<file path="config.mk">
export PLATFORM = sky130hd
export DESIGN_NAME = csi2_raw10_unpacker
export DESIGN_NICKNAME = d
export VERILOG_FILES = /design/src/rtl/csi2_raw10_unpacker.sv
export SDC_FILE = /design/constraint.sdc
export NUM_CORES = 1
export LEC_CHECK = 0
export CORE_MARGIN = 2
export CORE_UTILIZATION = 40
export DETAILED_ROUTE_END_ITERATION = 10
export SYNTH_ARGS = -nofsm -noshare
export SYNTH_HDL_FRONTEND = slang
export SYNTH_SLANG_ARGS = --single-unit
</file>
<file path="constraint.sdc">
create_clock -name clock -period 4.1 [get_ports clock]
set_clock_uncertainty 0.2 [all_clocks]
set_input_delay 0.82 -clock clock [delete_from_list [all_inputs] [get_ports clock]]
set_output_delay 0.82 -clock clock [all_outputs]
set_load 0.02 [all_outputs]
</file>
<file path="src/rtl/csi2_raw10_unpacker.sv">
// csi2_raw10_unpacker
//   Turns the 4-byte image_data words from the CSI-2 camera receiver into
//   4-pixel beats of 10-bit pixels. It accepts RAW10 long packets (data
//   type 0x2B) on one virtual channel. It frames each line with start, end
//   and error pulses.
//
//   Optional build macro: CSI2_RAW8_EN. When it is defined, RAW8 packets
//   (data type 0x2A) are also accepted. Each RAW8 byte becomes the pixel
//   {byte, 2'b00}, and the unpacker pops 4 bytes per beat instead of 5.
//
// Ports
//   clock             sampling clock (camera receiver output domain)
//   reset_n           asynchronous active-low reset
//   virtual_channel   VC of the current packet
//   word_count        payload byte count of the current packet
//   image_data        payload bytes, byte i at [8*i+7:8*i], byte 0 earliest
//   image_data_type   CSI-2 data type of the current packet
//   image_data_enable image_data holds a valid payload word
//   pixel_data        4 pixels, pixel i at [10*i+9:10*i], pixel 0 earliest
//   pixel_enable      pixel_data valid this cycle
//   line_start        first pixel beat of a packet
//   line_end          last pixel beat of a cleanly completed packet
//   line_error        one-cycle pulse for a malformed or truncated packet
module csi2_raw10_unpacker #(
    parameter logic [1:0] VIRTUAL_CHANNEL = 2'd0
) (
    input  logic        clock,
    input  logic        reset_n,
    input  logic [1:0]  virtual_channel,
    input  logic [15:0] word_count,
    input  logic [31:0] image_data,
    input  logic [5:0]  image_data_type,
    input  logic        image_data_enable,
    output logic [39:0] pixel_data,
    output logic        pixel_enable,
    output logic        line_start,
    output logic        line_end,
    output logic        line_error
);

    typedef enum logic [1:0] {
        S_IDLE,
        S_ACTIVE,
        S_DRAIN
    } state_t;

    state_t      state_q, state_d;
    logic [63:0] buf_q, buf_d;        // byte i at [8*i+7:8*i], byte 0 oldest
    logic [3:0]  cnt_q, cnt_d;        // bytes held in buf_q (0..8)
    logic [15:0] remaining_q, remaining_d;
    logic        first_q, first_d;    // no beat emitted yet for this packet
    logic        raw8_q, raw8_d;      // current packet is RAW8

    logic [39:0] pix_d;
    logic        pix_en_d, start_d, end_d, err_d;

    logic        type_ok, type_raw8;
    logic        consume, grp_raw8;
    logic [15:0] wc_eff, rem_after;
    logic [2:0]  nvalid;
    logic [3:0]  total, grp, left;
    logic [63:0] merged, popped;
    logic        do_pop;

`ifdef CSI2_RAW8_EN
    assign type_raw8 = (image_data_type == 6'h2A);
    assign type_ok   = (image_data_type == 6'h2B) || type_raw8;
`else
    assign type_raw8 = 1'b0;
    assign type_ok   = (image_data_type == 6'h2B);
`endif

    always_comb begin
        state_d     = state_q;
        buf_d       = buf_q;
        cnt_d       = cnt_q;
        remaining_d = remaining_q;
        first_d     = first_q;
        raw8_d      = raw8_q;
        pix_d       = '0;
        pix_en_d    = 1'b0;
        start_d     = 1'b0;
        end_d       = 1'b0;
        err_d       = 1'b0;
        consume     = 1'b0;
        wc_eff      = remaining_q;
        grp_raw8    = raw8_q;
        nvalid      = '0;
        rem_after   = '0;
        total       = '0;
        grp         = 4'd5;
        left        = '0;
        merged      = buf_q;
        popped      = buf_q;
        do_pop      = 1'b0;

        unique case (state_q)
            S_IDLE: begin
                if (image_data_enable) begin
                    if (type_ok && virtual_channel == VIRTUAL_CHANNEL &&
                        word_count != 16'd0) begin
                        // The accepting word is consumed in this same cycle,
                        // so the byte count comes straight from word_count.
                        consume  = 1'b1;
                        wc_eff   = word_count;
                        grp_raw8 = type_raw8;
                        raw8_d   = type_raw8;
                        first_d  = 1'b1;
                        state_d  = S_ACTIVE;
                    end else begin
                        state_d = S_DRAIN;
                    end
                end
            end
            S_ACTIVE: begin
                if (image_data_enable) begin
                    consume = 1'b1;
                end else begin
                    // The packet is truncated. Drop whatever was buffered.
                    err_d       = 1'b1;
                    cnt_d       = '0;
                    buf_d       = '0;
                    remaining_d = '0;
                    state_d     = S_IDLE;
                end
            end
            S_DRAIN: begin
                if (!image_data_enable) begin
                    state_d = S_IDLE;
                end
            end
            default: state_d = S_IDLE;
        endcase

        if (consume) begin
            nvalid    = (wc_eff >= 16'd4) ? 3'd4 : wc_eff[2:0];
            rem_after = wc_eff - {13'd0, nvalid};
            // Append the valid bytes behind the residual bytes. Residual is
            // at most 4, so the write never goes past byte 7.
            for (int unsigned i = 0; i < 4; i++) begin
                if (i < 32'(nvalid)) begin
                    merged[8*(32'(cnt_q) + i) +: 8] = image_data[8*i +: 8];
                end
            end
            total  = cnt_q + {1'b0, nvalid};
            grp    = grp_raw8 ? 4'd4 : 4'd5;
            do_pop = (total >= grp);
            left   = do_pop ? (total - grp) : total;
            popped = do_pop ? (grp_raw8 ? (merged >> 32) : (merged >> 40)) : merged;

            if (do_pop) begin
                for (int unsigned i = 0; i < 4; i++) begin
                    pix_d[10*i +: 10] = grp_raw8 ? {merged[8*i +: 8], 2'b00}
                                                 : {merged[8*i +: 8], merged[32 + 2*i +: 2]};
                end
                pix_en_d = 1'b1;
                start_d  = first_d;
                first_d  = 1'b0;
            end

            buf_d       = popped;
            cnt_d       = left;
            remaining_d = rem_after;

            if (rem_after == 16'd0) begin
                state_d = S_DRAIN;
                cnt_d   = '0;
                buf_d   = '0;
                if (left == 4'd0) begin
                    end_d = do_pop;
                end else begin
                    err_d = 1'b1;
                end
            end
        end
    end

    always_ff @(posedge clock or negedge reset_n) begin
        if (!reset_n) begin
            state_q      <= S_IDLE;
            buf_q        <= '0;
            cnt_q        <= '0;
            remaining_q  <= '0;
            first_q      <= 1'b0;
            raw8_q       <= 1'b0;
            pixel_data   <= '0;
            pixel_enable <= 1'b0;
            line_start   <= 1'b0;
            line_end     <= 1'b0;
            line_error   <= 1'b0;
        end else begin
            state_q      <= state_d;
            buf_q        <= buf_d;
            cnt_q        <= cnt_d;
            remaining_q  <= remaining_d;
            first_q      <= first_d;
            raw8_q       <= raw8_d;
            pixel_data   <= pix_d;
            pixel_enable <= pix_en_d;
            line_start   <= start_d;
            line_end     <= end_d;
            line_error   <= err_d;
        end
    end

endmodule

</file>
==> flow_metrics.py, run 1 <==
metrics = {
    "synthesis": {
        "synth-simple-area-share_pct": 22.6,
        "synth_compound_gate_area_share_pct": 26.0,
        "portion_of_netlist_area_occupied_by_mux_cells_pct": 9.33,
        "post-synth-top-area-fraction_pct": 32.6,
        "synth.lib_cells_used.distinct": 91,
        "ys_ff_latch": 132,
        "synth_top_family_by_area": "compound AO/OA/AOI/OAI gates",
        "ys_dominant_reg_cell": "sky130_fd_sc_hd__dfrtp_1",
        "synthArstFlopShare_pct": 100,
        "post_synth_instance_area_um2": 10100,
        "synth.avg_cell_area_um2": 8.74,
        "yosysTopAreaCell": "sky130_fd_sc_hd__dfrtp_1",
        "synth_nets": 1243,
        "syn-instance-count": 1160,
        "yosysSeqAreaShare_pct": 32.6,
        "synth_fa_ha_area_share_pct": 3.04,
        "synth_area_leaders": "sky130_fd_sc_hd__dfrtp_1, sky130_fd_sc_hd__mux2i_1, sky130_fd_sc_hd__nand2_1, sky130_fd_sc_hd__nor2_1, sky130_fd_sc_hd__a22o_1",
        "synthXorXnorAreaFrac_pct": 2.16,
        "number_of_flops_mapped_to_enable_cells_by_yosys": 0,
        "ys.warnings.count": 0,
    },
    "critical_path": {
        "timing.critical_path.required_ns": 4.22,
        "worst-path-max-fanout": 19,
        "cp_data_arrival_time_ns": 4.31,
        "setup.worst_path.class": "input pin to register",
        "setup.worst_path.start_class": "input pin",
        "critical_path.endpoint_type": "register",
    },
    "worst_hold_path": {
        "hold_path_class": "input pin to asynchronous set/reset pin",
    },
    "floorplanning": {
        "floorplan.core_area_um2": 25000,
        "floorplan.initialDensity_pct": 40.5,
        "floorplan.rows": 58,
        "num_io_pins": 103,
        "fp.dieArea_um2": 26600,
        "die_x_um": 163,
        "die_height_um": 163,
    },
    "sta": {
        "tightestPinTransition_ns": 0.827,
        "layout_worst_path_cycle_share_pct": 102,
        "setup_slack_ns": -0.0922,
        "max-slew-margin-rel_pct": 44.8,
        "worst_hold_slack_ns": 0.168,
        "post-route-min-period_ns": 4.19,
        "final_hold_viol_count": 0,
        "final-setup-viol-count": 54,
        "fmax_ghz": 0.239,
        "rsz0062_at_grt": "yes",
        "drv_slew": 0,
    },
    "outcome": {
        "status": "finished with violations",
        "violations_in_the_final_reports": "setup timing",
    },
    "cts": {
        "clock_sinks": 132,
        "worstSkewPairLatency_ns": 0.44,
        "clkSlewWorstSetupHoldPaths_ns": 0.07,
        "cts.htree.levels": 4,
        "tritoncts_clock_tree": "yes",
        "numCtsBuffers": 17,
        "max-clock-path-buffers": 2,
        "clockRootBuffer": "sky130_fd_sc_hd__clkbuf_16",
    },
    "drt": {
        "avgRoutedWirePerCell_um": 26.3,
        "drt_iter0_markers": 1902,
        "drt_drc_violations_left": 0,
        "viasPerCell": 6.31,
        "antenna_left": 0,
        "routed_wl_mm": 50.0,
        "detailroute.via_count": 12000,
        "dr.pass1.iters": 8,
    },
    "placed_design": {
        "numPortBuffers": 102,
        "finalWeightedCongestion": 1.00,
        "dp.final_hpwl_mm": 37.8,
    },
    "cells_and_area": {
        "fillerInstances": 2237,
        "sequential_cell_area_um2": 3300,
        "final_net_count": 1636,
        "multiInputGateArea_um2": 7040,
        "num_antenna_cells": 0,
        "final_core_util_pct": 61.8,
        "area_growth_pct": 52.8,
        "drive_gt1_share_pct": 34.2,
    },
    "global_routing": {
        "global_route.overflow_total": 0,
        "grt_pass1_wl_mm": 72.8,
        "grt_max_degree": 84,
        "global_route.usage.total_pct": 37.1,
        "antenna_found_initial": 0,
        "number_of_global_route_vias_before_repair": 11300,
    },
    "flow_run": {
        "total_of_max_cap_violations": 0,
    },
    "power_and_ir_drop": {
        "p_leak_nw": 6.86,
        "power.density_nw_per_um2": 276,
        "vdd_ir_drop_max_mv": 0.221,
    },
}
-- layout by cell type, fill, tap and decap left out, types with 8 or more instances in the layout --
master,n
sky130_fd_sc_hd__o211ai_1,13
sky130_fd_sc_hd__buf_4,306
sky130_fd_sc_hd__dlygate4sd2_1,10
sky130_fd_sc_hd__clkdlybuf4s50_1,76
sky130_fd_sc_hd__nand4_1,18
sky130_fd_sc_hd__mux2i_1,52
sky130_fd_sc_hd__ha_1,18
sky130_fd_sc_hd__nor2_4,9
sky130_fd_sc_hd__dfrtp_1,132
sky130_fd_sc_hd__inv_6,8
sky130_fd_sc_hd__nor2_1,87
sky130_fd_sc_hd__nor4_1,9
sky130_fd_sc_hd__xnor2_1,16
sky130_fd_sc_hd__a221oi_1,14
sky130_fd_sc_hd__inv_1,15
sky130_fd_sc_hd__o31ai_1,17
sky130_fd_sc_hd__nor2b_1,21
sky130_fd_sc_hd__buf_6,18
sky130_fd_sc_hd__nand3_1,34
sky130_fd_sc_hd__nand2b_1,9
sky130_fd_sc_hd__o31ai_4,8
sky130_fd_sc_hd__o22ai_1,11
sky130_fd_sc_hd__clkbuf_16,19
sky130_fd_sc_hd__mux2_1,10
sky130_fd_sc_hd__and2_1,33
sky130_fd_sc_hd__nand2_1,118
sky130_fd_sc_hd__a221o_1,15
sky130_fd_sc_hd__o21ai_1,9
sky130_fd_sc_hd__a211oi_1,15
sky130_fd_sc_hd__o21ai_0,44
sky130_fd_sc_hd__nor3_1,18
sky130_fd_sc_hd__o221ai_1,8
sky130_fd_sc_hd__mux2_2,24
sky130_fd_sc_hd__a222oi_1,28
sky130_fd_sc_hd__a21oi_1,41
sky130_fd_sc_hd__buf_12,25
sky130_fd_sc_hd__a22o_1,35
-- flip-flops by register name, indices dropped and copies added (netlist names) --
name and flops:
pixel_data 40, buf_q 64, state_q 2, line_error 1, remaining_q 16, line_end 1
first_q 1, line_start 1, pixel_enable 1, raw8_q 1, cnt_q 4
-- cell families after synthesis --
logic type / count (synthesis)
AOI/OAI and AO/OA: 351
xor gates and xnor gates: 25
adders and majority gates: 24
buffers and inverters: 100
DFF: 132
muxes: 90
other: 1
and+or+nand+nor: 437
-- stage by stage --
stage | instances | instance area [um^2] | power, mW | TNS, ns | worst slack (ns)
floorplan | 1160 | 10300 | 1.93 | -17.06 | -0.237
global route | 1896 | 15500 | 4.40 | -13.17 | -0.250
global placement | 1836 | 14000 | 2.57 | -88.85 | -0.945
finish | 1896 | 15500 | 4.27 | -2.66 | -0.0922
CTS | 1887 | 15000 | 4.18 | -0.0518 | -0.0146
detailed placement | 1836 | 14000 | 2.57 | -96.26 | -1.00
-- power by group --
| part | switching (mW) | total (mW) | internal, mW |
|---|---|---|---|
| combinational | 0.705 | 1.31 | 0.605 |
| sequential | 0.0333 | 1.37 | 1.33 |
| clock | 0.729 | 1.59 | 0.864 |
-- path summary, 6_finish.rpt --
check | endpoint | startpoint | cells past startpoint | slack, ns
hold reg to reg | buf_q[61]$_DFFE_PN0P_ | buf_q[61]$_DFFE_PN0P_ | 2 | 0.28
setup reg to reg | buf_q[2]$_DFFE_PN0P_ | remaining_q[13]$_DFFE_PN0P_ | 18 | -0.05
max in group asynchronous | buf_q[9]$_DFFE_PN0P_ | reset_n | 2 | 2.72
min in group clock | buf_q[61]$_DFFE_PN0P_ | buf_q[61]$_DFFE_PN0P_ | 2 | 0.28
hold / removal | remaining_q[8]$_DFFE_PN0P_ | reset_n | 1 | 0.17
setup / recovery | buf_q[2]$_DFFE_PN0P_ | image_data_type[4] | 21 | -0.09
-- timing repair --
| item | CTS | global route |
|---|---|---|
| pin swaps | 38 | 35 |
| hold buffers | 0 | 0 |
| setup buffers | 17 | 10 |
| gates cloned | 2 | 2 |
| gates resized for setup | 99 | 79 |
| setup endpoints to repair | 115 | 114 |
-- critical path, cell delays in order --
cell and delay [ns]:
sky130_fd_sc_hd__buf_6 0.10, sky130_fd_sc_hd__nor4b_4 0.30, sky130_fd_sc_hd__nand4_1 0.15, sky130_fd_sc_hd__buf_6 0.17, sky130_fd_sc_hd__buf_12 0.13, sky130_fd_sc_hd__o21ai_4 0.15, sky130_fd_sc_hd__nand2_2 0.09, sky130_fd_sc_hd__nor2_4 0.12
sky130_fd_sc_hd__inv_4 0.06, sky130_fd_sc_hd__buf_4 0.14, sky130_fd_sc_hd__nor2_4 0.14, sky130_fd_sc_hd__ha_4 0.16, sky130_fd_sc_hd__fa_1 0.44, sky130_fd_sc_hd__inv_2 0.10, sky130_fd_sc_hd__ha_4 0.15, sky130_fd_sc_hd__o21ai_4 0.06
sky130_fd_sc_hd__a21oi_2 0.15, sky130_fd_sc_hd__buf_6 0.16, sky130_fd_sc_hd__buf_8 0.23, sky130_fd_sc_hd__o2bb2a_2 0.24, sky130_fd_sc_hd__a32o_1 0.24
-- metal layers --
layer	vias up	part of all wire (%)	GRT usage, %
met3	120	11	10.3
li1	5253	-	-
met2	784	41	52.6
met1	5816	44	53.7
met5	-	0	0
met4	0	3.6	13.0
-- cell type report --
class / count / share of cell area [%]
clock buffer: 17 / 2.75
clock inverter: 15 / 1.03
inverter: 21 / 0.558
multi-input combinational: 929 / 45.5
sequential: 132 / 21.3
tap: 330 / 2.67
timing repair buffer: 452 / 26.2
-- cells in the mapped netlist (7+ instances only) --
library cell / count
sky130_fd_sc_hd__dfrtp_1: 132
sky130_fd_sc_hd__nand2_1: 125
sky130_fd_sc_hd__nor2_1: 97
sky130_fd_sc_hd__o21ai_0: 55
sky130_fd_sc_hd__mux2i_1: 54
sky130_fd_sc_hd__clkbuf_1: 49
sky130_fd_sc_hd__a21oi_1: 48
sky130_fd_sc_hd__a22o_1: 35
sky130_fd_sc_hd__nand3_1: 35
sky130_fd_sc_hd__and2_1: 34
sky130_fd_sc_hd__a222oi_1: 28
sky130_fd_sc_hd__o31ai_1: 28
sky130_fd_sc_hd__nor3_1: 27
sky130_fd_sc_hd__mux2_2: 26
sky130_fd_sc_hd__ha_1: 23
sky130_fd_sc_hd__nor2b_1: 22
sky130_fd_sc_hd__a221oi_1: 19
sky130_fd_sc_hd__a211oi_1: 18
sky130_fd_sc_hd__nand4_1: 18
sky130_fd_sc_hd__xnor2_1: 18
sky130_fd_sc_hd__buf_2: 17
sky130_fd_sc_hd__inv_1: 17
sky130_fd_sc_hd__a221o_1: 15
sky130_fd_sc_hd__o211ai_1: 13
sky130_fd_sc_hd__o22ai_1: 11
sky130_fd_sc_hd__mux2_1: 10
sky130_fd_sc_hd__nor4_1: 10
sky130_fd_sc_hd__nand2b_1: 9
sky130_fd_sc_hd__and4_1: 8
sky130_fd_sc_hd__o221ai_1: 8
sky130_fd_sc_hd__a31oi_1: 7
sky130_fd_sc_hd__xor2_1: 7
Note: power is estimated with default switching activity, not from simulation.
==> run 2: changes to the inputs <==
DONT_BUFFER_PORTS = 1   (was default)
==> run 2 against run 1 <==
Compared with the run above:
- the flow now finishes without violations
- design area fell by 13%
- final cell count fell by 8.9%
- worst hold slack got worse by 0.088 ns
- first-iteration DRC count fell by 10%
==> flow_metrics.py, run 2 (synthesis gave the netlist of run 1 again) <==
metrics = {
    "outcome": {
        "status": "completed",
    },
    "sta": {
        "max-slew-margin-rel_pct": 45.1,
        "final_hold_viol_count": 0,
        "timing.setup.tns_ns": 0,
        "layout_worst_path_cycle_share_pct": 98.8,
        "final-setup-viol-count": 0,
        "post-route-min-period_ns": 4.05,
        "tightestPinTransition_ns": 0.821,
        "drv_slew": 0,
        "fmax_ghz": 0.247,
        "worst_hold_slack_ns": 0.0797,
        "setup_slack_ns": 0.0483,
    },
    "floorplanning": {
        "floorplan.rows": 58,
        "fp.dieArea_um2": 26600,
        "die_height_um": 163,
        "num_io_pins": 103,
        "floorplan.core_area_um2": 25000,
        "floorplan.initialDensity_pct": 40.5,
        "die_x_um": 163,
    },
    "cells_and_area": {
        "final_core_util_pct": 54.0,
        "final_common_cell": "sky130_fd_sc_hd__buf_4",
        "mostFrequentLayoutCells": "sky130_fd_sc_hd__buf_4, sky130_fd_sc_hd__dfrtp_1, sky130_fd_sc_hd__nand2_1",
        "final_net_count": 1466,
        "fillerInstances": 2317,
        "sequential_cell_area_um2": 3300,
        "drive_gt1_share_pct": 30.4,
        "reg_top3": "buf_q: 64 flops, pixel_data: 40 flops, remaining_q: 16 flops",
        "multiInputGateArea_um2": 6740,
        "area_growth_pct": 33.4,
        "most_flops_register": "buf_q",
        "largest_reg_flops": 64,
    },
    "critical_path": {
        "regToRegSetupSlack_ns": 0.09,
        "crit-reg2reg-capture": "buf_q[17]$_DFFE_PN0P_",
        "setup.worst_path.start_class": "input pin",
        "cp_data_arrival_time_ns": 4.22,
        "worst-path-max-fanout": 10,
        "endpoint": "buf_q[17]$_DFFE_PN0P_",
        "critPathLaunch": "image_data_type[4]",
        "rr_worst_depth": 16,
        "timing.critical_path.required_ns": 4.26,
        "setup.worst_path.class": "input pin to register",
        "critical_path.endpoint_type": "register",
        "r2r-start": "state_q[0]$_DFF_PN0_",
    },
    "power_and_ir_drop": {
        "vdd_ir_drop_max_mv": 0.237,
        "p_leak_nw": 6.01,
        "post-layout-total-power_mw": 4.07,
        "switching_power_mw": 1.36,
        "switching_share_of_total_power_pct": 33.4,
        "power.density_nw_per_um2": 301,
        "intPower_mw": 2.71,
        "combinationalPowerShare_pct": 27.7,
        "power.share.sequential_pct": 33.6,
        "share_of_total_power_in_the_clock_network_pct": 38.8,
    },
    "drt": {
        "routed_wl_mm": 47.8,
        "viasPerCell": 6.45,
        "met3RoutedLength_mm": 5.62,
        "dr.pass1.iters": 7,
        "antenna_left": 0,
        "detail_route.wirelength.met1_mm": 21.2,
        "avgRoutedWirePerCell_um": 27.7,
        "route.met2.wl_mm": 19.5,
        "top_layer": "met4",
        "detailroute.via_count": 11100,
        "drt_iter0_markers": 1704,
        "drt_drc_violations_left": 0,
    },
    "placed_design": {
        "finalWeightedCongestion": 1.03,
        "numPortBuffers": 0,
        "dp.final_hpwl_mm": 35.6,
        "post-place-ws_ns": -0.461,
    },
    "cts": {
        "tritoncts_clock_tree": "yes",
        "clkSlewWorstSetupHoldPaths_ns": 0.07,
        "cts.htree.levels": 4,
        "max-clock-path-buffers": 2,
        "clock_sinks": 132,
        "clockRootBuffer": "sky130_fd_sc_hd__clkbuf_16",
        "numCtsBuffers": 17,
        "worstSkewPairLatency_ns": 0.43,
    },
    "global_routing": {
        "grt_max_degree": 133,
        "global_route.overflow_total": 0,
        "grt_pass1_wl_mm": 68.7,
        "antenna_found_initial": 1,
        "global_route.usage.total_pct": 35.0,
        "number_of_global_route_vias_before_repair": 10500,
    },
    "worst_hold_path": {
        "hold_path_class": "input pin to asynchronous set/reset pin",
    },
    "flow_run": {
        "total_of_max_cap_violations": 0,
    },
}
-- run 2: cell types whose count changed in the layout (fill, tap and decap cells not counted), sizes merged --
cell           previous run  this run
buf                     352       280
clkdlybuf4s50            76         0
clkbuf                   20        19
dlygate4sd2              10         0
diode                     0         1
clkdlybuf4s15            11         0
clkinv                    7         6
inv                      27        28
-- run 2: critical path: stages --
cell,delay (ns)
sky130_fd_sc_hd__nor4b_4,0.26
sky130_fd_sc_hd__nand4_1,0.13
sky130_fd_sc_hd__buf_6,0.17
sky130_fd_sc_hd__buf_4,0.15
sky130_fd_sc_hd__or4b_1,0.56
sky130_fd_sc_hd__a221oi_1,0.31
sky130_fd_sc_hd__mux2i_1,0.13
sky130_fd_sc_hd__buf_4,0.16
sky130_fd_sc_hd__a211oi_1,0.24
sky130_fd_sc_hd__buf_4,0.19
sky130_fd_sc_hd__a211oi_2,0.04
sky130_fd_sc_hd__and4_4,0.22
sky130_fd_sc_hd__buf_4,0.17
sky130_fd_sc_hd__nor2_4,0.43
sky130_fd_sc_hd__a22o_1,0.22
-- run 2: per-layer routing --
| metal | GRT usage (%) | up-vias |
|---|---|---|
| met5 | 0 | - |
| met4 | 9.29 | 0 |
| met3 | 10.1 | 138 |
| met2 | 49.2 | 704 |
| met1 | 51.8 | 5399 |
| li1 | - | 4903 |
-- run 2: repair_timing --
action | 4_1_cts | 5_1_grt
pin swaps | 1 | 24
hold endpoints to repair | 132 | 0
setup endpoints to repair | 33 | 88
setup buffers | 2 | 17
resized for setup | 2 | 40
gates cloned | 0 | 4
hold buffers | 1 | 0
-- run 2: power groups by stage --
stage	clock network, mW	logic [mW]	registers (mW)
6_report	1.58	1.13	1.37
5_1_grt	1.66	1.19	1.37
4_1_cts	1.60	1.06	1.36
3_5_place_dp	0	1.03	1.39
3_3_place_gp	0	1.03	1.39
2_1_floorplan	0	0.548	1.38
-- run 2: worst min-delay path by stage --
| stage | to | slack [ns] | cells after the start |
|---|---|---|---|
| after floorplan | buf_q[52]$_DFFE_PN0P_ | 0.24 | 2 |
| after global placement | buf_q[60]$_DFFE_PN0P_ | 0.26 | 2 |
| after detailed placement | buf_q[52]$_DFFE_PN0P_ | 0.26 | 2 |
| after CTS | remaining_q[6]$_DFFE_PN0P_ | 0.20 | 1 |
| after global routing | remaining_q[6]$_DFFE_PN0P_ | 0.16 | 1 |
| final | remaining_q[6]$_DFFE_PN0P_ | 0.08 | 1 |
-- run 2: area by class of cell --
type,instances,area share [%]
Inverter,21,0.602
Multi-Input combinational cell,929,49.8
Timing Repair Buffer,282,17.8
Tap cell,330,3.05
Clock inverter,15,1.17
Sequential cell,132,24.4
Clock buffer,17,3.15
Antenna cell,1,0.0185
-- run 2: through the flow --
step / std cells / area [um^2]
finish: 1727 / 13500
global route: 1727 / 13500
CTS: 1707 / 13100
detailed placement: 1672 / 12500
global placement: 1672 / 12500
floorplan: 1160 / 10300
